[config.mk]
export PLATFORM = sky130hd
export DESIGN_NAME = pll_ctrl
export DESIGN_NICKNAME = d
export VERILOG_FILES = /design/src/rtl/pll_ctrl_pkg.sv /design/src/rtl/pll_lock_sync.sv /design/src/rtl/pll_ctrl.sv
export SDC_FILE = /design/constraint.sdc
export NUM_CORES = 1
export LEC_CHECK = 0
export BUFFER_PORTS_ARGS = -buffer_cell sky130_fd_sc_hd__buf_4
export CAP_MARGIN = 25
export CORE_MARGIN = 5
export CORE_UTILIZATION = 35
export DETAILED_ROUTE_END_ITERATION = 16
export GPL_ROUTABILITY_DRIVEN = 0
export HOLD_SLACK_MARGIN = 0.02
export SLEW_MARGIN = 5
export SYNTH_ARGS = -nofsm -noshare
export SYNTH_HDL_FRONTEND = slang
export SYNTH_HIERARCHICAL = 1
export SYNTH_SLANG_ARGS = --single-unit
[constraint.sdc]
create_clock -name clk -period 3.5 [get_ports clk]
set_clock_uncertainty 0.2 [all_clocks]
set_input_delay 0.35 -clock clk [delete_from_list [all_inputs] [get_ports clk]]
set_output_delay 0.35 -clock clk [all_outputs]
set_load 0.01 [all_outputs]
[src/rtl/pll_ctrl_pkg.sv]
// pll_ctrl_pkg: shared types and sizing helpers for the iCE40UP PLL sequencer.
// The optional dynamic-delay feature is selected with PLL_CTRL_DYNDELAY_EN.
package pll_ctrl_pkg;

    typedef enum logic [2:0] {
        ST_IDLE      = 3'd0,
        ST_RESET     = 3'd1,
        ST_WAIT_LOCK = 3'd2,
        ST_STABLE    = 3'd3,
        ST_RUN       = 3'd4,
        ST_SETTLE    = 3'd5,
        ST_FAULT     = 3'd6
    } pll_ctrl_state_t;

    // Flop count of every asynchronous-status synchronizer.
    localparam int SYNC_STAGES = 2;

    // Width of the retry counter (MAX_RETRIES is at most 7).
    localparam int RETRY_W = 3;

    // Bits needed to hold values 0..max_val inclusive.
    function automatic int cnt_width(input int max_val);
        if (max_val < 1) return 1;
        return $clog2(max_val + 1);
    endfunction

    function automatic int max2(input int a, input int b);
        return (a > b) ? a : b;
    endfunction

endpackage

[src/rtl/pll_lock_sync.sv]
// pll_lock_sync: multi-flop synchronizer for an asynchronous status input.
// Cleared by the asynchronous active-high reset so a stale lock is never seen.
module pll_lock_sync
    import pll_ctrl_pkg::*;
#(
    parameter int STAGES = SYNC_STAGES
) (
    input  logic clk,
    input  logic rst,
    input  logic async_i,
    output logic sync_o
);

    logic [STAGES-1:0] sync_q;

    // Shift the raw input through the flop chain.
    // NOTE: sequential state uses non-blocking assignments so every flop samples pre-edge values.
    always_ff @(posedge clk or posedge rst) begin
        if (rst) begin
            sync_q <= '0;
        end else begin
            sync_q <= {sync_q[STAGES-2:0], async_i};
        end
    end

    assign sync_o = sync_q[STAGES-1];

endmodule

[src/rtl/pll_ctrl.sv]
// pll_ctrl: bring-up sequencer for the iCE40UP PLL (reset, lock qualification,
// bounded retries, bypass fallback). Define PLL_CTRL_DYNDELAY_EN to include the
// DYNAMICDELAY update handshake and the SETTLE state.
module pll_ctrl
    import pll_ctrl_pkg::*;
#(
    parameter int         RESET_CYCLES        = 16,
    parameter int         LOCK_STABLE_CYCLES  = 1024,
    parameter int         LOCK_TIMEOUT_CYCLES = 65536,
    parameter int         MAX_RETRIES         = 3,
    parameter logic [7:0] DELAY_INIT          = 8'h00
) (
    input  logic       clk,
    input  logic       rst,
    input  logic       enable,
    input  logic       pll_lock,
    output logic       pll_resetb,
    output logic       pll_bypass,
    output logic [7:0] pll_dynamicdelay,
    input  logic       delay_valid,
    input  logic [7:0] delay_data,
    output logic       delay_ready,
    output logic       clk_ready,
    output logic       fault,
    output logic [2:0] retry_count
);

    localparam int CYC_MAX = max2(RESET_CYCLES, LOCK_STABLE_CYCLES);
    localparam int CYC_W   = cnt_width(CYC_MAX);
    localparam int TO_W    = cnt_width(LOCK_TIMEOUT_CYCLES);

    localparam logic [CYC_W-1:0]   CYC_TOP     = CYC_W'(CYC_MAX);
    localparam logic [CYC_W-1:0]   RESET_LAST  = CYC_W'(RESET_CYCLES);
    localparam logic [CYC_W-1:0]   STABLE_LAST = CYC_W'(LOCK_STABLE_CYCLES - 1);
    localparam logic [TO_W-1:0]    TO_TOP      = TO_W'(LOCK_TIMEOUT_CYCLES);
    localparam logic [TO_W-1:0]    TO_LAST     = TO_W'(LOCK_TIMEOUT_CYCLES - 1);
    localparam logic [RETRY_W-1:0] RETRY_MAX   = RETRY_W'(MAX_RETRIES);

    pll_ctrl_state_t    state_q, state_d;
    logic [CYC_W-1:0]   cyc_q, cyc_d, cyc_inc;
    logic [TO_W-1:0]    to_q, to_d, to_inc;
    logic [RETRY_W-1:0] retry_q, retry_d;
    logic               retry_go;
    logic               lock_s;

    pll_lock_sync #(.STAGES(SYNC_STAGES)) u_lock_sync (
        .clk     (clk),
        .rst     (rst),
        .async_i (pll_lock),
        .sync_o  (lock_s)
    );

    // Saturating increments; counters never wrap.
    assign cyc_inc = (cyc_q == CYC_TOP) ? cyc_q : cyc_q + 1'b1;
    assign to_inc  = (to_q == TO_TOP) ? to_q : to_q + 1'b1;

`ifdef PLL_CTRL_DYNDELAY_EN
    logic [7:0] dly_q, dly_d;
`else
    // Delay inputs have no function without the dynamic-delay feature.
    logic unused_dly_inputs;
    assign unused_dly_inputs = &{1'b0, delay_valid, delay_data};
`endif

    // State, counters, retry count and delay register.
    // NOTE: the whole control state is cleared by rst, so the PLL is re-held in reset immediately.
    always_ff @(posedge clk or posedge rst) begin
        if (rst) begin
            state_q <= ST_IDLE;
            cyc_q   <= '0;
            to_q    <= '0;
            retry_q <= '0;
`ifdef PLL_CTRL_DYNDELAY_EN
            dly_q   <= DELAY_INIT;
`endif
        end else begin
            state_q <= state_d;
            cyc_q   <= cyc_d;
            to_q    <= to_d;
            retry_q <= retry_d;
`ifdef PLL_CTRL_DYNDELAY_EN
            dly_q   <= dly_d;
`endif
        end
    end

    // Next-state, counter and retry decisions.
    // NOTE: every variable gets a default first, so no path leaves one unassigned (no latches).
    always_comb begin
        state_d  = state_q;
        cyc_d    = cyc_q;
        to_d     = to_q;
        retry_d  = retry_q;
        retry_go = 1'b0;
`ifdef PLL_CTRL_DYNDELAY_EN
        dly_d    = dly_q;
`endif

        case (state_q)
            ST_IDLE: begin
                cyc_d   = '0;
                to_d    = '0;
                retry_d = '0;
`ifdef PLL_CTRL_DYNDELAY_EN
                dly_d   = DELAY_INIT;
`endif
                if (enable) state_d = ST_RESET;
            end
            ST_RESET: begin
                if (cyc_q == RESET_LAST) begin
                    state_d = ST_WAIT_LOCK;
                    to_d    = '0;
                end else begin
                    cyc_d = cyc_inc;
                end
            end
            ST_WAIT_LOCK: begin
                if (lock_s) begin
                    state_d = ST_STABLE;
                    cyc_d   = '0;
                end else if (to_q == TO_LAST) begin
                    retry_go = 1'b1;
                end else begin
                    to_d = to_inc;
                end
            end
            ST_STABLE: begin
                if (!lock_s) begin
                    state_d = ST_WAIT_LOCK;
                    to_d    = '0;
                end else if (cyc_q == STABLE_LAST) begin
                    state_d = ST_RUN;
                end else begin
                    cyc_d = cyc_inc;
                end
            end
            ST_RUN: begin
                // Lock loss wins over a same-cycle delay handshake.
                if (!lock_s) begin
                    retry_go = 1'b1;
`ifdef PLL_CTRL_DYNDELAY_EN
                end else if (delay_valid) begin
                    dly_d   = delay_data;
                    state_d = ST_SETTLE;
                    cyc_d   = '0;
`endif
                end
            end
`ifdef PLL_CTRL_DYNDELAY_EN
            ST_SETTLE: begin
                if (!lock_s) begin
                    retry_go = 1'b1;
                end else if (cyc_q == STABLE_LAST) begin
                    state_d = ST_RUN;
                end else begin
                    cyc_d = cyc_inc;
                end
            end
`endif
            ST_FAULT: begin
                state_d = ST_FAULT;
            end
            default: begin
                state_d = ST_IDLE;
            end
        endcase

        if (retry_go) begin
            if (retry_q < RETRY_MAX) begin
                retry_d = retry_q + 1'b1;
                state_d = ST_RESET;
                cyc_d   = '0;
                to_d    = '0;
            end else begin
                state_d = ST_FAULT;
            end
        end

        // Dropping enable returns straight to IDLE with IDLE's register values.
        if (!enable) begin
            state_d = ST_IDLE;
            cyc_d   = '0;
            to_d    = '0;
            retry_d = '0;
`ifdef PLL_CTRL_DYNDELAY_EN
            dly_d   = DELAY_INIT;
`endif
        end
    end

    // Outputs decode the state register only; no input reaches an output combinationally.
    assign pll_resetb  = (state_q == ST_WAIT_LOCK) || (state_q == ST_STABLE) ||
                         (state_q == ST_RUN) || (state_q == ST_SETTLE);
    assign pll_bypass  = (state_q == ST_FAULT);
    assign fault       = (state_q == ST_FAULT);
    assign clk_ready   = (state_q == ST_RUN);
    assign retry_count = retry_q;

`ifdef PLL_CTRL_DYNDELAY_EN
    assign delay_ready      = (state_q == ST_RUN);
    assign pll_dynamicdelay = dly_q;
`else
    assign delay_ready      = 1'b0;
    assign pll_dynamicdelay = DELAY_INIT;
`endif

endmodule

Word level (Yosys, flattened, before mapping):

Cells that the tools add are included.

* output and inout bits: 16
* logic and storage cells: 63
* register bits after elaboration: 36
* input port bits: 13

* add/subtract/negate cells: 3
* equal/unequal tests: 15
* order comparisons: 1
* reductions and logical operators: 5
* multiplexer cells: 34

Operators by type and width (count)
* 2-to-1 mux 17 bit: 8
* 2-to-1 mux 11 bit: 8
* one-hot mux 17 bit (4 select lines): 1
* one-hot mux 11 bit (4 select lines): 1
* 2-to-1 mux 3 bit: 11
* one-hot mux 3 bit (6 select lines): 1
* adder 17 x 1 -> 17 bit (second input constant): 1
* == test 17 x 16 -> 1 bit (second input constant): 1
* == test 17 bit (second input constant): 1
* adder 11 x 1 -> 11 bit (second input constant): 1
* == test 11 x 10 -> 1 bit (second input constant): 1
* == test 11 bit (second input constant): 1
* == test 11 x 5 -> 1 bit (second input constant): 1
* == test 3 bit (second input constant): 3
* == test 3 x 2 -> 1 bit (second input constant): 2
* != test 5 bit (second input constant): 1
* != test 4 x 3 -> 1 bit (second input constant): 1
* != test 4 bit (second input constant): 1
* AND reduction 4 bit: 1
* adder 3 x 1 -> 3 bit (second input constant): 1
* == test 3 x 1 -> 1 bit (second input constant): 1
* zero test 3 bit: 1
* logical OR 1 bit: 3
* < comparator 3 x 2 -> 1 bit (second input constant): 1
* other kinds (3): 5

Depth between registers and ports, before layout:

* depth in word-level cells: 8
* depth in mapped cells: 11
* mapped depth without buffers: 10

Cells and area by module:

The synthesis kept the hierarchy.

Modules (own cells, without submodules)
* pll_ctrl: seq. area each 850.8 µm², cells an instance 306, area each 2621.3 µm², instances 1
* pll_lock_sync: seq. area each 50.0 µm², cells an instance 3, area each 53.8 µm², instances 1

Least setup slack after synthesis:

OpenSTA, ideal clock, no wires.

* path kind: register -> register
* from: reg to_q[6]
* to: reg to_q[14]
* period minus slack after synthesis: 2.838 ns
* buffers on the path: 3
* setup slack: 0.662 ns
* stages on the path, launching flop included: 12
* arrival: 2.506 ns
* setup time: 0.132 ns
* data required time: 3.168 ns
* cells stage by stage: dfrtp_1 -> clkbuf_1 -> nand4_1 -> nor4_1 -> and3_1 -> ha_1 -> nand3b_1 -> a21o_2 -> o31ai_1 -> buf_4 -> clkbuf_1 -> nor2_1

* longest elaborated chain between the ends: 8
* elaborated cells between the ends (all ways): 13
* those cells by class: add/sub: 1; eq/ne: 2; mux: 10

RTL lines
* from (decl): RTL line pll_ctrl.sv:41 `logic [TO_W-1:0] to_q, to_d, to_inc;`
* from (signal assigned): RTL line pll_ctrl.sv:79 `to_q <= to_d;`
* adder 17 x 1 -> 17 bit / == test 17 bit (equally long branches): RTL line pll_ctrl.sv:55 `assign to_inc = (to_q == TO_TOP) ? to_q : to_q + 1'b1;`
* 2-to-1 mux 17 bit: RTL line pll_ctrl.sv:55
* 2-to-1 mux 17 bit: RTL line pll_ctrl.sv:121 `end else if (to_q == TO_LAST) begin`
* 2-to-1 mux 17 bit: RTL line pll_ctrl.sv:118 `if (lock_s) begin`
* one-hot mux 17 bit (4 select lines): RTL line pll_ctrl.sv:99 `case (state_q)`
* 2-to-1 mux 17 bit: RTL line pll_ctrl.sv:169 `if (retry_q < RETRY_MAX) begin`
* 2-to-1 mux 17 bit *: RTL line pll_ctrl.sv:168 `if (retry_go) begin`
* 2-to-1 mux 17 bit *: RTL line pll_ctrl.sv:180 `if (!enable) begin`
* net to_d[14]: RTL line pll_ctrl.sv:41

Mark *: on every way through the listed nets, which the timed path passes. The rest lies on a longest branch.
A chain may end at the register's enable or synchronous reset.

Final worst setup path:

* from: reg to_q[0]
* to: reg cyc_q[0]

* longest elaborated chain between the ends: 6

RTL lines
* == test 17 x 16 -> 1 bit: RTL line pll_ctrl.sv:121
* 2-to-1 mux 1 bit: RTL line pll_ctrl.sv:121
* 2-to-1 mux 1 bit: RTL line pll_ctrl.sv:118
* one-hot mux 1 bit (2 select lines): RTL line pll_ctrl.sv:99
* 2-to-1 mux 11 bit: RTL line pll_ctrl.sv:168
* 2-to-1 mux 11 bit: RTL line pll_ctrl.sv:180
* net cyc_d[0]: RTL line pll_ctrl.sv:40 `logic [CYC_W-1:0] cyc_q, cyc_d, cyc_inc;`
* to (signal assigned): RTL line pll_ctrl.sv:78 `cyc_q <= cyc_d;`
* to (decl): RTL line pll_ctrl.sv:40

The timed path passes the listed nets, and every way through them passes these cells.

==> results.cfg <==
[outcome]
outcome = finished clean

[clock_network]
clk_pin_slew_ns = 0.08
cts_resized = 0
cts_tree = done
cts_max_path_buffers = 2
cts_buffers = 5
clockRootBuffer = clkbuf_8
cts.sinks = 36
clock_insertion_delay_worst_skew_ns = 0.30
htreeDepth = 2

[worst_setup_path]
crit_start = to_q[0]
critical_path_arrival_ns = 3.21
path_class = flop to flop
r2r_end = cyc_q[0]
rr_worst_depth = 10
critPathLaunchType = flop
critPathCaptureType = flop
r2r_slack_ns = 0.29
rr_startpoint = to_q[0]
cp.required_ns = 3.49
worstPathMaxFanout = 17

[power]
switching_share_pct = 36.8
p_clk_share_pct = 28.6
combinationalPowerShare_pct = 29.5
switchingPower_w = 0.000414
powerDensity_nw_per_um2 = 389
p_leak_nw = 1.22
seqPwrFrac_pct = 41.9
power.total_w = 0.00113
p_int_w = 0.000712
vdd_drop_max_mv = 0.139

[timing]
relSlewSlack_pct = 47.4
fin_crit_sh_pct = 91.8
setup_tns_ns = 0
rsz0062_at_grt = false
finalSetupViolations = 0
maxSlewViolCount = 0
hold_violations = 0
max_freq_ghz = 0.311
min_period_ns = 3.21
worst_pin_slew_ns = 0.789

[hold_path]
hold_depth = 3
hp-start = enable
worstHoldEndpoint = state_q[0]
hold_path_class = input pin to flop

[grt]
first_global_vias = 2279
grt_max_degree = 35
overflow = 0
grt_pass1_wl_um = 11100
grt_usage_pct = 13.9
antenna_found_initial = 0

[synth]
synth_top_family_by_area = simple AND/OR/NAND/NOR gates
ys_ff_latch = 36
netlist_area_um2 = 2680
synth_edf_count = 0
yosys.area_share.xor_xnor_pct = 0.982
synthSimpleGateAreaFrac_pct = 26.9
synth_common_cells = 36 x dfrtp_1, 26 x o21ai_0, 21 x nand2_1
netlist_instances = 309
synth_ff_type = dfrtp_1
yosys.area_share.adder_pct = 2.81
synth_area_leaders = dfrtp_1 34%, o21ai_0 4.9%, a21oi_1 3.4%
async_flop_share_pct = 100
yosys.area.top_type = dfrtp_1
synth.top_cell.area_share_pct = 33.7
seq_area_frac_synth_pct = 33.7
synthMostInstantiatedCell = dfrtp_1
synth_mux_area_share_pct = 0.982
synth-compound-area-share_pct = 25.4
synth_area_per_cell_um2 = 8.66
yosys.cell_types.count = 70
ys_warn_count = 6

[die]
placementRows = 31
dieArea_um2 = 9490
pin_count = 29
core_um2 = 7330
initial_core_util_pct = 36.5
die_x_um = 97.4
die_h_um = 97.4

[route]
drc = 0
totalWireLength_um = 6690
firstDrtPassIters = 4
via_count = 2391
viasPerCell = 5.75
postRouteAntennaNets = 0
drtIter0Drc = 146
routedWlPerCell_um = 16.1

[placed_design]
portBuffers = 10
dp_hpwl_um = 4540

[job]
drv_cap = 0

[final_layout]
utilization_pct = 39.5
syn_to_final_growth_pct = 8.14
nNetsFinal = 335
drive_gt1_share_pct = 15.1
diodes = 0
[worst max path at each step]
stage	end	slack [ns]
floorplan	to_q[14]	0.66
detailed placement	cyc_q[0]	0.31
CTS	cyc_q[0]	0.30
global route	cyc_q[0]	0.13
global placement	cyc_q[0]	0.37
finish	cyc_q[0]	0.29
[layout by cell type, fill, tap and decap left out, types with 4 or more instances in the layout]
cell / synthesis / final
nand2_1: 21 / 21
dfrtp_1: 36 / 36
or3_1: 4 / 4
a21oi_1: 18 / 18
a21o_1: 4 / 4
nor3_1: 11 / 11
and3_1: 8 / 8
inv_1: 13 / 13
conb_1: 1 / 9
a32o_1: 5 / 5
nor4_1: 4 / 4
nand3_1: 16 / 16
a31oi_1: 9 / 9
buf_4: 11 / 19
nand4_1: 7 / 7
clkbuf_8: 2 / 6
o21ai_0: 26 / 26
a211oi_1: 6 / 6
nor2_1: 18 / 18
ha_1: 6 / 6
[power by group through the flow]
| stage | registers (W) | logic (W) | clock network [W] |
|---|---|---|---|
| 4_1_cts | 0.000472 | 0.000333 | 0.000334 |
| 3_5_place_dp | 0.000480 | 0.000330 | 0 |
| 5_1_grt | 0.000480 | 0.000367 | 0.000353 |
| 3_3_place_gp | 0.000480 | 0.000326 | 0 |
| 6_report | 0.000472 | 0.000332 | 0.000322 |
| 2_1_floorplan | 0.000450 | 0.000285 | 0 |
[metrics by stage]
| stage | area, um2 | instances | setup slack, ns | hold slack, ns |
|---|---|---|---|---|
| final | 2890 | 416 | 0.288 | 0.129 |
| after CTS | 2890 | 416 | 0.299 | 0.122 |
| after detailed placement | 2780 | 406 | 0.312 | 0.0257 |
| after global placement | 2780 | 406 | 0.365 | 0.0212 |
| after global routing | 2890 | 416 | 0.125 | 0.127 |
| after floorplan | 2710 | 317 | 0.662 | -0.109 |
[cell families (layout without fill, tap and decap cells)]
family / Yosys count / count (layout)
AO/OA/AOI/OAI: 98 / 98
other: 1 / 9
flip-flops: 36 / 36
multiplexers: 2 / 2
AND/OR/NAND/NOR: 121 / 121
adder cells (fa/ha/maj): 6 / 6
buffers and inverters: 42 / 42
XOR/XNOR: 3 / 3
[what timing repair did]
item,4_1_cts,5_1_grt
setup endpoints to repair,0,0
buffers inserted,0,0
hold buffers,2,0
endpoints found under the hold margin,37,0
[layout make-up]
cell class                      instances  area [um2]
Clock buffer                            6        82.6
Clock inverter                          2        10.0
Fill cell                             734        4440
Inverter                               13        48.8
Multi-Input combinational cell        239        1560
Sequential cell                        36         901
Tap cell                               99         124
Timing Repair Buffer                   21         163
[sequential cells by signal (all words and copies together), names as in the netlist]
signal and count:
cyc_q 11, u_lock_sync/sync_q 2, state_q 3, to_q 17
retry_count 3
[worst max-delay path: stages (launching register included)]
cell      delay, ns
dfrtp_1        0.41
ha_1           0.24
nand3_1        0.11
nor4_1         0.41
and3_1         0.22
ha_1           0.19
nand3b_1       0.11
a21o_2         0.28
o31a_1         0.51
and3_1         0.29
a21o_1         0.14
[layer usage]
metal  GRT usage [%]  routed length [um]
met1            18.5                3210
met5               0                   0
met4            4.90                  86
met3            2.51                 303
met2            22.7                3080
Note: power is estimated with default switching activity, not from simulation.
